## src/rtl/fp_pkg.sv

```systemverilog
// Shared binary32 types and constants for the FP datapath stages.
package fp_pkg;
  typedef enum logic [2:0] {
    FIN     = 3'd0,
    ZERO    = 3'd1,
    INF     = 3'd2,
    QNAN    = 3'd3,
    INVALID = 3'd4
  } fclass_t;

  typedef enum logic [2:0] {
    RM_RNE = 3'd0,
    RM_RTZ = 3'd1,
    RM_RDN = 3'd2,
    RM_RUP = 3'd3,
    RM_RMM = 3'd4
  } rm_t;

  localparam int FF_NV = 4;
  localparam int FF_DZ = 3;
  localparam int FF_OF = 2;
  localparam int FF_UF = 1;
  localparam int FF_NX = 0;

  localparam logic [31:0] CANON_NAN = 32'h7FC0_0000;
  localparam int BIAS    = 127;
  localparam int EXP_MAX = 255;

  // Normalized/denormalized product held between the two stages.
  typedef struct packed {
    logic        sign;
    logic [9:0]  exp;
    logic [23:0] mant;
    logic        g;
    logic        s;
    logic        tiny;
    logic [2:0]  cls;
    logic [2:0]  rm;
  } s1_t;
endpackage

```

## src/rtl/fp_round_inc.sv

```systemverilog
// Round-increment decision shared by the FP rounding stages.
module fp_round_inc
  import fp_pkg::*;
(
  input  logic [2:0] rm,
  input  logic       sign,
  input  logic       lsb,
  input  logic       g,
  input  logic       s,
  output logic       inc
);
  always_comb begin
    inc = 1'b0;
    case (rm)
      RM_RTZ:  inc = 1'b0;
      RM_RDN:  inc = sign & (g | s);
      RM_RUP:  inc = !sign & (g | s);
      RM_RMM:  inc = g;
      // unused encodings fall back to round-to-nearest-even
      default: inc = g & (s | lsb);
    endcase
  end
endmodule

```

## src/rtl/fmul_round_pack.sv

```systemverilog
// Two-stage elastic round/pack for the fp32 multiplier: S1 normalizes and
// denormalizes the raw product, S2 rounds, detects overflow and packs.
module fmul_round_pack
  import fp_pkg::*;
#(
  parameter int SHIFT_CAP = 26
) (
  input  logic        CLK,
  input  logic        RSTn,
  input  logic        flush,
  input  logic        in_valid,
  output logic        in_ready,
  input  logic        in_sign,
  input  logic [9:0]  in_exp,
  input  logic [47:0] in_flac,
  input  logic [2:0]  in_class,
  input  logic [2:0]  in_rm,
  output logic        out_valid,
  input  logic        out_ready,
  output logic [31:0] out_f,
  output logic [4:0]  out_fflags
);
  localparam int VW = 25 + SHIFT_CAP;
  localparam int SW = $clog2(SHIFT_CAP + 1);
  localparam logic signed [11:0] CAP12  = 12'(SHIFT_CAP);
  localparam logic [SW-1:0]      CAP_SH = SW'(SHIFT_CAP);

  logic [2:1] vld_pipe;
  logic       s1_adv, s2_adv;

  assign s2_adv    = !vld_pipe[2] || out_ready;
  assign s1_adv    = s2_adv;
  assign in_ready  = !vld_pipe[1] || s1_adv;
  assign out_valid = vld_pipe[2];

  // ---------------- S1: normalize / denormalize ----------------
  s1_t                s1_d, s1_q;
  logic signed [10:0] n_exp;
  logic signed [11:0] sh_raw;
  logic [23:0]        n_mant;
  logic               n_g, n_s;
  logic [SW-1:0]      sh;
  logic [VW-1:0]      sh_vec;

  always_comb begin
    if (in_flac[47]) begin
      n_exp  = $signed({in_exp[9], in_exp}) + 11'sd1;
      n_mant = in_flac[47:24];
      n_g    = in_flac[23];
      n_s    = |in_flac[22:0];
    end else begin
      n_exp  = $signed({in_exp[9], in_exp});
      n_mant = in_flac[46:23];
      n_g    = in_flac[22];
      n_s    = |in_flac[21:0];
    end
    sh_raw = 12'sd1 - $signed({n_exp[10], n_exp});
    sh     = (sh_raw > CAP12) ? CAP_SH : sh_raw[SW-1:0];
    // guard rides along the shift; everything past it lands in sticky
    sh_vec = {n_mant, n_g, {SHIFT_CAP{1'b0}}} >> sh;

    s1_d.sign = in_sign;
    s1_d.cls  = in_class;
    s1_d.rm   = in_rm;
    if (n_exp[10] || n_exp == '0) begin
      s1_d.exp  = '0;
      s1_d.mant = sh_vec[VW-1 -: 24];
      s1_d.g    = sh_vec[SHIFT_CAP];
      s1_d.s    = n_s | (|sh_vec[SHIFT_CAP-1:0]);
      s1_d.tiny = 1'b1;
    end else begin
      s1_d.exp  = n_exp[9:0];
      s1_d.mant = n_mant;
      s1_d.g    = n_g;
      s1_d.s    = n_s;
      s1_d.tiny = 1'b0;
    end
  end

  // ---------------- S2: round / pack ----------------
  logic        inc, carry, nx, ovf, max_fin;
  logic [24:0] mant_sum;
  logic [23:0] mant_r;
  logic [10:0] exp_r;
  logic [31:0] f_d;
  logic [4:0]  ff_d;

  fp_round_inc u_inc (
    .rm   (s1_q.rm),
    .sign (s1_q.sign),
    .lsb  (s1_q.mant[0]),
    .g    (s1_q.g),
    .s    (s1_q.s),
    .inc  (inc)
  );

  always_comb begin
    mant_sum = {1'b0, s1_q.mant} + {24'b0, inc};
    carry    = mant_sum[24];
    mant_r   = carry ? mant_sum[24:1] : mant_sum[23:0];
    // a subnormal rounding up into the hidden bit becomes the smallest normal
    exp_r    = {1'b0, s1_q.exp} + {10'b0, carry}
             + {10'b0, (s1_q.exp == '0) && mant_r[23]};
    nx       = s1_q.g | s1_q.s;
    ovf      = exp_r >= 11'(EXP_MAX);
    max_fin  = (s1_q.rm == RM_RTZ) || (s1_q.rm == RM_RDN && !s1_q.sign)
            || (s1_q.rm == RM_RUP && s1_q.sign);
    f_d      = '0;
    ff_d     = '0;
    case (s1_q.cls)
      ZERO:    f_d = {s1_q.sign, 31'b0};
      INF:     f_d = {s1_q.sign, 8'hFF, 23'b0};
      QNAN:    f_d = CANON_NAN;
      INVALID: begin
        f_d         = CANON_NAN;
        ff_d[FF_NV] = 1'b1;
      end
      default: begin
        if (ovf) begin
          f_d         = max_fin ? {s1_q.sign, 31'h7F7F_FFFF} : {s1_q.sign, 8'hFF, 23'b0};
          ff_d[FF_OF] = 1'b1;
          ff_d[FF_NX] = 1'b1;
        end else begin
          f_d         = {s1_q.sign, exp_r[7:0], mant_r[22:0]};
          ff_d[FF_NX] = nx;
          ff_d[FF_UF] = s1_q.tiny & nx;
        end
      end
    endcase
  end

  always_ff @(posedge CLK or negedge RSTn) begin
    if (!RSTn) begin
      vld_pipe   <= '0;
      s1_q       <= '0;
      out_f      <= '0;
      out_fflags <= '0;
    end else begin
      if (flush) begin
        vld_pipe <= '0;
      end else begin
        if (s2_adv)   vld_pipe[2] <= vld_pipe[1];
        if (in_ready) vld_pipe[1] <= in_valid;
      end
      if (in_ready && in_valid) s1_q <= s1_d;
      if (s2_adv && vld_pipe[1]) begin
        out_f      <= f_d;
        out_fflags <= ff_d;
      end
    end
  end
endmodule

```

## config.mk

```make
export PLATFORM = sky130hd
export DESIGN_NAME = fmul_round_pack
export DESIGN_NICKNAME = d
export VERILOG_FILES = /design/src/rtl/fp_pkg.sv /design/src/rtl/fp_round_inc.sv /design/src/rtl/fmul_round_pack.sv
export SDC_FILE = /design/constraint.sdc
export NUM_CORES = 1
export LEC_CHECK = 0
export CAP_MARGIN = 15
export CORE_ASPECT_RATIO = 0.75
export CORE_MARGIN = 3
export CORE_UTILIZATION = 50
export CTS_CLUSTER_SIZE = 24
export DETAILED_ROUTE_END_ITERATION = 10
export PLACE_DENSITY = 0.75
export SYNTH_ARGS = -nofsm -noshare
export SYNTH_HDL_FRONTEND = slang
export SYNTH_SLANG_ARGS = --single-unit
```

## constraint.sdc

```tcl
create_clock -name CLK -period 15.6 [get_ports CLK]
set_input_delay 3.12 -clock CLK [delete_from_list [all_inputs] [get_ports CLK]]
set_output_delay 3.12 -clock CLK [all_outputs]
set_load 0.05 [all_outputs]
```

* Word level (Yosys, flattened, before mapping)
Index checks and enable logic that the tools add are counted.
Word-level totals: register bits after elaboration 82, bits of input ports 70, word-level logic and storage cells 76
Cells by class: $add $sub $neg 5, $lt $le $gt $ge 2, eq/ne operators 8, shifts and indexed selects 1, mux-type cells 19, bitwise gates (word level) 7, reductions and logical operators 22
Operators by type and width (number):
- $pmux W32 S3 | 1
- $mux W24 | 3
- $shr A51 B5 Y51 | 1
- $mux W37 | 1
- $mux W31 | 1
- $reduce_or A26 Y1 | 1
- $add A24 B1 Y25 | 1
- $reduce_or A23 Y1 | 1
- $reduce_or A22 Y1 | 1
- $eq A3 B2 Y1 const B | 4
- $gt A12 B6 Y1 const B | 1
- $sub A2 B11 Y12 const A | 1
- $add A10 B1 Y11 | 1
- $add A10 B2 Y11 const B | 1
- $add A11 B1 Y11 | 1
- $ge A11 B8 Y1 const B | 1
- $logic_not A11 Y1 | 1
- $mux W11 | 1
- $logic_not A10 Y1 | 1
- $mux W1 | 8
- $eq A3 B1 Y1 const B | 2
- $eq A3 B3 Y1 const B | 2
- $logic_and A1 B1 Y1 | 5
- $logic_or A1 B1 Y1 | 5
- other kinds (10) | 18

* Longest topological paths before layout
depth after elaboration 10, depth in mapped cells 28, gate-level depth less buffers 26

* By module
Synthesis repeated with hierarchy kept, for this count alone.
Unflattened totals: cells, all modules 953, area total of the unflattened synthesis 7245.7 µm²
Modules (own cells, without submodules):
- fmul_round_pack | instances 1, cells each 946, area an instance 7190.6 µm², seq. area each 2052.0 µm²
- fp_round_inc | instances 1, cells each 7, area an instance 55.1 µm², seq. area each 0.0 µm²

* Least setup slack after synthesis
No wires, ideal clock.
path type input port to flip-flop, from in in_exp[0], to reg s1_q[7] (netlist name), setup time 0.131 ns, arrival time 8.113 ns, data required time 15.469 ns, setup slack 7.356 ns, stages 20, path buffers 4, cells stage by stage ha_1 > mux2_2 > inv_1 > clkbuf_1 > clkbuf_1 > buf_1 > clkbuf_1 > ha_1 > inv_1 > or4_1 > nand2_1 > xnor2_1 > a211oi_2 > a31oi_4 > nor3_1 > a311oi_1 > or4_1 > or4_1 > a221oi_1 > nand2_1
On the way: longest elaborated chain between the ends 9, elaborated cells between the ends (all ways) 11, those cells by class add/sub: 2; order compare: 1; shift: 1; mux: 3; bitwise: 1; reduce/logical: 3
Ends and longest elaborated chain:
- start, declared | line fmul_round_pack.sv:14 | input logic [9:0] in_exp,
- $add A10 B2 Y11 | line fmul_round_pack.sv:47 | n_exp = $signed({in_exp[9], in_exp}) + 11'sd1;
- $mux W11 (*) | line fmul_round_pack.sv:46 | if (in_flac[47]) begin
- $sub A2 B11 Y12 | line fmul_round_pack.sv:57 | sh_raw = 12'sd1 - $signed({n_exp[10], n_exp});
- $gt A12 B6 Y1 | line fmul_round_pack.sv:58 | sh = (sh_raw > CAP12) ? CAP_SH : sh_raw[SW-1:0];
- $mux W5 | line fmul_round_pack.sv:58
- $shr A51 B5 Y51 | line fmul_round_pack.sv:60 | sh_vec = {n_mant, n_g, {SHIFT_CAP{1'b0}}} >> sh;
- $reduce_or A26 Y1 | line fmul_round_pack.sv:69 | s1_d.s = n_s | (|sh_vec[SHIFT_CAP-1:0]);
- $or A1 B1 Y1 | line fmul_round_pack.sv:69
- $mux W37 (*) | line fmul_round_pack.sv:65 | if (n_exp[10] || n_exp == '0) begin
- end signal, assigned | line fmul_round_pack.sv:135 | s1_q <= '0;
- end signal, assigned | line fmul_round_pack.sv:145 | if (in_ready && in_valid) s1_q <= s1_d;
- end, declared | line fmul_round_pack.sv:37 | s1_t s1_d, s1_q;
Every way passes the cells marked *; elsewhere a longest branch is shown, timed or not. A chain may end at the register's enable or synchronous reset.

* Final worst setup path
Same ends and word-level chain as after synthesis.

==> results.md <==
- The library cell contributing the largest single delay on the critical path is mux2_2.
- The root buffer cell chosen for the clock tree is clkbuf_16.
- The worst hold path begins at out_fflags[2].
- The met1 routing resource usage after global routing is 41.1%.
- The worst register-to-register path begins at s1_q[1].
- The worst setup path is launched from an input port.
- The number of setup violations in the final report is 0.
- Hold repair after CTS inserted 0 buffers.
- The async set-or-reset flop fraction in the synthesized netlist is 100%.
- The number of antenna repair diodes is 0.
- The critical path is of the in2reg type.
- The most common cell after layout, fill and taps aside is nand2_1.
- The detailed-route vias per instance is 6.40.
- The power per cell area is 98.8 nW/um^2.
- The endpoint kind of the worst setup timing path is a flip-flop.
- The signed area change from the synthesized netlist to the final layout is 19.1%.
- The smallest clock period supported by the final layout is computed as 8890 ps.
- The worst reg-to-reg setup slack is 8640 ps.
- The sequential element share of the synthesized area is 28.4%.
- The worst reg-to-reg path cell count is 27.
- The initial antenna violation count is 0.
- The data arrival time at the worst-slack endpoint is 9100 ps.
- The run finished with clean final reports.
- The relative max-transition margin is 28.7%.
- Setup repair after global routing left no endpoint under its margin.
- Clock skew on the completed layout was measured at 7.24 ps.
- The number of global-route vias before repair is 7041.
- 109 I/O pins were placed.
- The number of instances in the synthesized netlist is 932.
- In this run the remaining antenna-violating nets after routing total 0.
- After floorplanning, the core was divided into 37 placement rows.
- For this run, the detailed router's first-pass iteration total came to 5.
- In the synthesized netlist the dominant register cell turns out to be dfrtp_1.
- The depth of the worst hold-timing path is 1.
- The DRC violation count after routing is 0.
- The global-route wire length before repair is 36400 microns.
- In this run the worst hold path is classified as reg2reg.
- The netlist area before placement is 7230 sq um.
- The average detailed-routed wire length per instance is 19.2 microns.
- Walking the worst path, the cells encountered are clkdlybuf4s50_1 > ha_1 > mux2_2 > ha_1 > buf_4 > nor2_1 > a21oi_1 > a211oi_2 > a31oi_4 > nor2_2 > a311oi_1 > or4_1 > or4_1 > a221oi_1 > nand2_1.
- The net count of the finished layout is 1070.
- The count of flip-flops with a built-in enable after synthesis is 0.
- In this run the critical register-to-register path is captured at out_f[22].
- The instance area at placement is 8330 sq um.
- The share of the cycle needed by the critical path after routing is 57.0%.
- Clock tree synthesis inserted a total of 9 buffers.
- The starting density of the core is 51.9%.
- The clock transition time at the flip-flop clock pins of the worst setup and hold paths is 60 ps.
- TritonCTS built the clock tree.
- Entering global routing, the biggest net connects 83 pins.
- met2 is the most crowded layer.
- The number of hold-slack violations in the final timing report is 0.
- In the final layout, the share of cells above drive strength 1 is 6.53%.
- The number of max-cap violations is 0.
- The die outline height is 110 microns.
- For this run the aggregate overflow at the end of global routing stands at 0.
- The half-perimeter wire length after detailed placement is 16900 microns.
- In this run, synthesis produced a sequential element count of 82.
- The largest incremental delay on the critical path is 640 ps.
- The end point of the most critical hold path is out_fflags[2].
- After detailed routing, the total wire length is 22900 microns.
- The library cells used most frequently in the layout, excluding fill and tap cells, are nand2_1, clkdlybuf4s50_1, dfrtp_1.
- The maximum fanout count along the critical path is 43.
- The number of pins exceeding their max-slew limit in the final report was 0.
- Counting both buffers and inverters, the worst setup path holds a total of 2.
- The top cell family by delay on the critical path is simple AND/OR/NAND/NOR gates.
- The x dimension of the die is 145 microns.
- In the final timing run, aggregate negative setup slack is 0 ps.
- The congestion estimate from routability-driven global placement came to 0.977.
- The leakage power summed over all cells is 3.41 nW.
- The H-tree generated during clock tree synthesis spans 3 levels.
- The number of nets in the synthesized netlist is 1010.
- After routing the design area is 8610 sq um.
- The buffer depth of the longest clock path is 2.
- For met3 alone, demand over resource in global routing was 7.50%.
- The measured slew at the worst slew-check pin is 1060 ps.
- Averaged over all synthesized cells, the footprint is 7.75 sq um.
- IR analysis of the VDD net gives a maximum drop of 0.0000708 V.
- Across all layers, the routed design uses 7627 vias.
- For the worst setup path, the data required time is 15810 ps.
- The area of the core is 13900 sq um.
- The total die area is 15900 sq um.
- The achievable frequency is 112 MHz.
- The count of buffers added on input and output ports is 107.
- At the later pin of the worst-skew pair, clock insertion delay measures 330 ps.
- The quantity of gates resized following cts is 0.
- The number of warnings printed during yosys synthesis is 0.
- The final-layout fill cell count is 1269.
- The CTS sink count is 82.
- The post-synthesis cell type count is 84.
- Global routing used 28.6% of the available tracks.
- Once the clock tree was built, the setup fixing pass inserted 0 buffers.
- The fraction of met2 tracks used by global routing is 42.9%.
- The detailed router finished its first iteration with 701 violations.
-- layer usage --
metal | vias up | part of all wire [%]
li1 | 3620 | -
met1 | 3599 | 45
met2 | 367 | 43
met3 | 41 | 10
met4 | 0 | 1.5
met5 | - | 0
-- flip-flops by register name (all words and copies together), names as in the netlist --
name        cells
out_fflags      4
vld_pipe        2
out_f          32
s1_q           44
-- stage by stage --
step | utilization, % | std cells | hold slack (ps) | power [mW] | setup slack, ps
final | 61.8 | 1191 | 476 | 0.850 | 6710
after global routing | 61.8 | 1191 | 505 | 0.896 | 6300
after CTS | 61.7 | 1190 | 478 | 0.848 | 6870
after detailed placement | 59.8 | 1175 | 465 | 0.652 | 6540
after global placement | 59.8 | 1175 | 463 | 0.651 | 6660
after floorplan | - | 932 | 464 | 0.529 | 7360
-- worst register-to-register path, cell delays in order (launching register included) --
cell and delay [ps]:
dfrtp_1 430, and3b_1 200, ha_1 270, nand3b_1 70, a21oi_1 180, ha_1 240, ha_1 240, nand3_1 160
nor2_1 190, and3_1 220, and3_1 230, nand3_1 200, nor2_1 860, o2111a_1 350, fa_1 250, ha_1 280
inv_1 100, a21oi_1 140, a31oi_1 60, a21oi_1 170, nor4_1 90, nor3_2 270, buf_6 220, a21boi_1 700
a21oi_1 260, o21ai_0 220, a31oi_1 110, a21o_1 170
-- Yosys cell counts (all sizes together) (3+ instances only) --
| library cell | instances | share of area [%] |
|---|---|---|
| nor4 | 18 | 1.6 |
| mux2i | 33 | 4.7 |
| nor2b | 4 | 0.35 |
| or2 | 3 | 0.26 |
| mux2 | 17 | 2.6 |
| or3 | 5 | 0.43 |
| nand2 | 152 | 7.9 |
| o21a | 9 | 0.93 |
| o211ai | 11 | 1.2 |
| nand2b | 5 | 0.47 |
| nor2 | 77 | 4.0 |
| o31ai | 20 | 2.1 |
| a31oi | 15 | 1.5 |
| xnor2 | 22 | 2.7 |
| nand4 | 18 | 1.6 |
| o22ai | 10 | 0.87 |
| dfrtp | 82 | 28 |
| or4 | 9 | 0.93 |
| and2 | 9 | 0.78 |
| buf | 23 | 1.9 |
| ha | 7 | 1.2 |
| a21oi | 52 | 3.6 |
| a211o | 4 | 0.48 |
| a211oi | 9 | 1.0 |
| a22o | 26 | 3.2 |
| and3 | 13 | 1.1 |
| nand3 | 33 | 2.3 |
| a21o | 4 | 0.42 |
| a32oi | 3 | 0.47 |
| a221oi | 7 | 0.85 |
| o221ai | 9 | 1.1 |
| inv | 9 | 0.47 |
| nor3 | 20 | 1.4 |
| and4 | 3 | 0.36 |
| o311ai | 3 | 0.36 |
| a311oi | 3 | 0.61 |
| a221o | 8 | 1.1 |
| a21boi | 3 | 0.31 |
| a2111oi | 3 | 0.36 |
| o21ai | 75 | 5.2 |
| xor2 | 20 | 2.4 |
| clkbuf | 48 | 2.5 |
-- cell families after synthesis --
group           share of synthesized area, %
flops                                   28.4
simple gates                            24.5
compound gates                          28.2
buf+inv                                 4.90
mux                                     7.39
fa+ha+maj                               1.49
xor+xnor                                5.09
other cells                           0.0519
-- where the power goes --
group / internal [mW] / switching (mW) / total [mW]
Sequential: 0.245 / 0.0282 / 0.274
Clock: 0.115 / 0.0787 / 0.194
Combinational: 0.138 / 0.244 / 0.383
-- area by class of cell --
type                       count  area [sq um]  share of cell area [%]
inverter                       9          33.8                   0.392
timing repair buffer         120          1160                    13.5
tap                          195           244                    2.83
sequential                    82          2050                    23.8
multi-input combinational    770          4840                    56.2
clock buffer                  13           260                    3.02
clock inverter                 2          12.5                   0.145
-- worst max path at each step --
| stage | cells past startpoint | slack, ps | to | start |
|---|---|---|---|---|
| after global placement | 15 | 6660 | s1_q[7] | in_exp[0] |
| after CTS | 15 | 6870 | s1_q[7] | in_exp[0] |
| after detailed placement | 15 | 6540 | s1_q[7] | in_exp[0] |
| after global routing | 15 | 6300 | s1_q[7] | in_exp[0] |
| after floorplan | 20 | 7360 | s1_q[7] | in_exp[0] |
| final | 15 | 6710 | s1_q[7] | in_exp[0] |
Note: power is estimated with default switching activity, not from simulation.
==> edit 1: new RTL, same settings <==
`SHIFT_CAP`: 26 -> 52.
--- a/src/rtl/fmul_round_pack.sv
+++ b/src/rtl/fmul_round_pack.sv
@@ -4,5 +4,5 @@
   import fp_pkg::*;
 #(
-  parameter int SHIFT_CAP = 26
+  parameter int SHIFT_CAP = 52
 ) (
   input  logic        CLK,
Function: kept (Yosys induction, for registers that start in step).
==> edit 1 against the unedited design <==
Die area increased by 3.2%. Final cell count up 2.3%. Worst setup slack got worse by 1.1 ns. Largest cell class unchanged. Cell area is 4.0% higher. Sequential share of layout area shrank 0.91 points. Count of clock-buffer cells in the layout decreased by 3. Wire length grew 9.0%. Sequential cell count unchanged. Via count increased by 4.5%. Area after synthesis is 3.4% higher. Combinational power grew 4%. Total power grew 6.1%.
==> edit 1: results (changes against the unedited design) <==
----------------------------------------------------
[Power]
  Cell leakage power ... 3.51 nW (was 3.41 nW)
  Internal power ... 0.533 mW (was 0.499 mW)
  IR Drop Worst-Case VDD ... 0.0840 mV (was 0.0708 mV)

[Synth]
  Sequential-to-total area share from yosys stat ... 27.5% (was 28.4%)
  Net count after synthesis ... 1024 (was 1010)
  Main area contributors after synthesis ... dfrtp_1 (27%), nand2_1 (6.4%), mux2i_1 (5.0%) (was dfrtp_1 (28%), nand2_1 (7.8%), mux2i_1 (4.4%))

[Routing]
  Iteration count of the initial detailed-routing pass ... 6 (was 5)
  DRC violation total after the first TritonRoute iteration ... 1105 (was 701)
  Routed length per instance ... 20.5 um (was 19.2 um)
  Detailed-route via count ... 7970 (was 7627)

[Critical path]
  Beginning of the worst register-to-register path ... s1_q[0] (was s1_q[1])
  FF-to-FF path depth ... 23 (was 27)
  Maximum net fanout on the critical path ... 35 (was 43)
  Critical path's slowest cell ... nand2_1 (was mux2_2)
  WP data arrival ... 10.20 ns (was 9.10 ns)
  Critical register-to-register path endpoint ... out_f[6] (was out_f[22])

[STA]
  Clk_skew ... 0.00566 ns (was 0.00724 ns)
  Post-route worst hold slack ... 0.470 ns (was 0.476 ns)
  Measured slew at the worst slew-check pin ... 0.910 ns (was 1.06 ns)

[Min path]
  Hold path depth ... 2 (was 1)
  Startpoint of the most critical hold path ... out_fflags[1] (was out_fflags[2])

[Status]
  Run status ... finished clean (unchanged)

[Global routing]
  Overall global routing resource usage ... 29.5% (was 28.6%)
  Maximum number of pins on one net before global-route repair ... 77 (was 83)
  Via count of the first global-routing pass ... 7257 (was 7041)
  Wire length of the first global-routing pass ... 39600 um (was 36400 um)

[Finish]
  Fillers ... 1347 (was 1269)
  Share of layout cells above drive strength 1 ... 8.15% (was 6.53%)

----------------------------------------------------
## edit 1: worst max-delay path by stage
stage           startpoint  endpoint  cells after the start
6_report         in_exp[0]   s1_q[7]                     19
3_3_place_gp     in_exp[0]   s1_q[7]                     19
3_5_place_dp     in_exp[0]   s1_q[7]                     19
2_1_floorplan  in_flac[47]   s1_q[7]                     21
5_1_grt          in_exp[0]   s1_q[7]                     19
4_1_cts          in_exp[0]   s1_q[7]                     19
## edit 1: layout make-up
| class | instances | share of cell area [%] |
|---|---|---|
| Clock inverter | 6 | 1.01 |
| Multi-Input combinational cell | 786 | 56.9 |
| Timing Repair Buffer | 124 | 13.3 |
| Clock buffer | 10 | 2.67 |
| Inverter | 10 | 0.419 |
| Tap cell | 200 | 2.80 |
| Sequential cell | 82 | 22.9 |
## edit 1: power by group through the flow
stage / clock network [mW] / logic, mW / registers (mW)
final: 0.231 / 0.400 / 0.272
after global routing: 0.244 / 0.425 / 0.277
after CTS: 0.233 / 0.392 / 0.271
after detailed placement: 0 / 0.390 / 0.275
after global placement: 0 / 0.391 / 0.274
after floorplan: 0 / 0.196 / 0.339
## edit 1: kinds of logic after synthesis
family	count (synthesis)	synth area share, %
adder cells (fa/ha/maj)	8	1.44
buffers and inverters	78	4.56
other	1	0.0502
flip-flops	82	27.5
multiplexers	63	8.88
AND/OR/NAND/NOR	335	21.1
AO/OA/AOI/OAI	336	30.9
XOR/XNOR	43	5.59
## edit 1: layer usage
layer  global-route usage [%]  wire, um  vias up
li1                         -         -     3721
met1                     44.8     11200     3727
met2                     43.2     10600      478
met3                     7.53      2770       44
met4                     4.35       384        0
met5                        0         0        -
## edit 1: through the flow
step | instance area (sq um) | setup WS [ns] | std cells
floorplan | 7470 | 7.57 | 946
global placement | 8620 | 5.77 | 1202
detailed placement | 8620 | 5.58 | 1202
CTS | 8950 | 5.91 | 1218
global route | 8950 | 5.13 | 1218
finish | 8950 | 5.60 | 1218
## edit 1: worst reg2reg max path, cell delays in order (launching register included)
cell and delay [ns]:
dfrtp_1 0.44, and3b_1 0.21, ha_1 0.26, and3b_1 0.20
a21oi_1 0.13, nand2_1 0.07, a22o_1 0.20, ha_1 0.20
ha_1 0.21, and3_1 0.22, and3_1 0.20, and2_1 0.20
and3_1 0.24, and2_1 0.21, and3_1 0.38, fa_1 0.55
ha_1 0.29, nand4_1 0.13, mux2_2 0.33, nor2_1 0.22
o41a_1 0.75, a21boi_1 0.75, o21ai_0 0.24, a22o_1 0.25
==> edit 2: new RTL, config.mk and constraints unchanged <==
Without the edit above. Reset style: synchronous (`RSTn`), changed in one clocked block.
--- a/src/rtl/fmul_round_pack.sv
+++ b/src/rtl/fmul_round_pack.sv
@@ -130,5 +130,5 @@
   end
 
-  always_ff @(posedge CLK or negedge RSTn) begin
+  always_ff @(posedge CLK) begin
     if (!RSTn) begin
       vld_pipe   <= '0;
Check against the original RTL: differs if RSTn is asserted again (counterexample within 4 cycles, from zero or initial values and one cycle with RSTn low); with RSTn held inactive, the same outputs for 4 cycles.
==> edit 2 against the unedited design <==
Wire length grew 2.4%. Area after synthesis grew 0.54%. Worst setup slack gained 0.83 ns. Cell area grew 0.62%. Global-route usage grew 0.26 points. Combinational power shrank 35%. Highest routed layer unchanged. Sequential cell count is the same. Largest cell class unchanged. Total power shrank 16%.
==> edit 2: results (changes against the unedited design) <==
----------------------------------------------------
[Power]
  Clock-net power ... 0.234 mW (was 0.194 mW)
  Switching share of power ... 35.4% (was 41.3%)
  Combinational power share ... 34.9% (was 45.0%)
  Cell leakage power ... 3.02 nW (was 3.41 nW)
  IR Drop Worst-Case VDD ... 0.0671 mV (was 0.0708 mV)

[Synth]
  Sequential-to-total area share from yosys stat ... 22.6% (was 28.4%)
  Library cells used by synthesis ... 86 (was 84)
  Dominant register cell in the synthesized netlist ... dfxtp_1 (was dfrtp_1)
  Leading post-synthesis cells by instance count ... nand2_1 (128), nor2_1 (92), dfxtp_1 (82) (was nand2_1 (151), dfrtp_1 (82), nor2_1 (76))

[Global routing]
  Wire length of the first global-routing pass ... 38200 um (was 36400 um)
  Maximum number of pins on one net before global-route repair ... 84 (was 83)

[Min path]
  Startpoint of the most critical hold path ... out_f[31] (was out_fflags[2])
  Hold path depth ... 2 (was 1)

[Routing]
  Detailed-route via count ... 7954 (was 7627)
  Vias per inst ... 6.27 (was 6.40)
  Iteration count of the initial detailed-routing pass ... 6 (was 5)

[Critical path]
  Cell family with the largest share of critical-path delay ... compound AO/OA/AOI/OAI gates (was simple AND/OR/NAND/NOR gates)
  Termination of the worst setup path ... s1_q[7] (unchanged)
  Max incr delay on CP ... 0.55 ns (was 0.64 ns)
  Maximum net fanout on the critical path ... 41 (was 43)
  FF-to-FF path depth ... 28 (was 27)

[Placement]
  Placer Congestion ... 1.00 (was 0.977)

[STA]
  Measured slew at the worst slew-check pin ... 1.09 ns (was 1.06 ns)
  Clk_skew ... 0.00727 ns (was 0.00724 ns)

[Status]
  Run status ... finished clean (unchanged)

[Finish]
  Count of nets after finishing ... 1146 (was 1070)

----------------------------------------------------
-- edit 2: stage by stage --
step | total power, mW | instance area (sq um) | setup slack [ns] | hold WS, ns | util, %
finish | 0.712 | 8660 | 7.54 | 0.467 | 62.0
global route | 0.746 | 8660 | 7.14 | 0.506 | 62.0
CTS | 0.709 | 8660 | 7.61 | 0.471 | 62.0
detailed placement | 0.476 | 8330 | 7.27 | 0.464 | 59.6
global placement | 0.476 | 8330 | 7.39 | 0.453 | 59.6
floorplan | 0.401 | 7270 | 8.17 | 0.443 | -
-- edit 2: worst reg2reg max path, delay by kind of cell, from the launching register on --
kind	cells	cell delay, ns
compound gates	5	0.70
flops	1	0.35
buf+inv	3	0.40
simple gates	15	3.60
fa+ha+maj	5	1.29
-- edit 2: layout make-up --
cell class	count	share of cell area, %
multi-input combinational	841	60.3
sequential	82	18.9
timing repair buffer	122	13.5
clock buffer	11	2.92
tap	195	2.82
clock inverter	5	0.982
inverter	12	0.520
-- edit 2: per-layer routing --
metal  wire [um]  part of all wire (%)  global-route usage (%)  vias up
met1       11000                    47                    41.9     3717
met2       10300                    44                    45.7      358
li1            -                     -                       -     3849
met4         260                   1.1                    5.42        0
met3        1880                   8.0                    4.78       30
met5           0                     0                       0        -
-- edit 2: kinds of logic (layout without fill, tap and decap cells) --
| family | count (synthesis) | count (layout) | share of synthesized area, % |
|---|---|---|---|
| AOI/OAI and AO/OA | 332 | 332 | 31.1 |
| xor gates and xnor gates | 41 | 41 | 5.05 |
| adders and majority gates | 8 | 8 | 1.48 |
| buffers and inverters | 93 | 150 | 5.77 |
| DFF | 82 | 82 | 22.6 |
| muxes | 42 | 42 | 6.06 |
| other | 1 | 1 | 0.0516 |
| and+or+nand+nor | 417 | 417 | 27.9 |
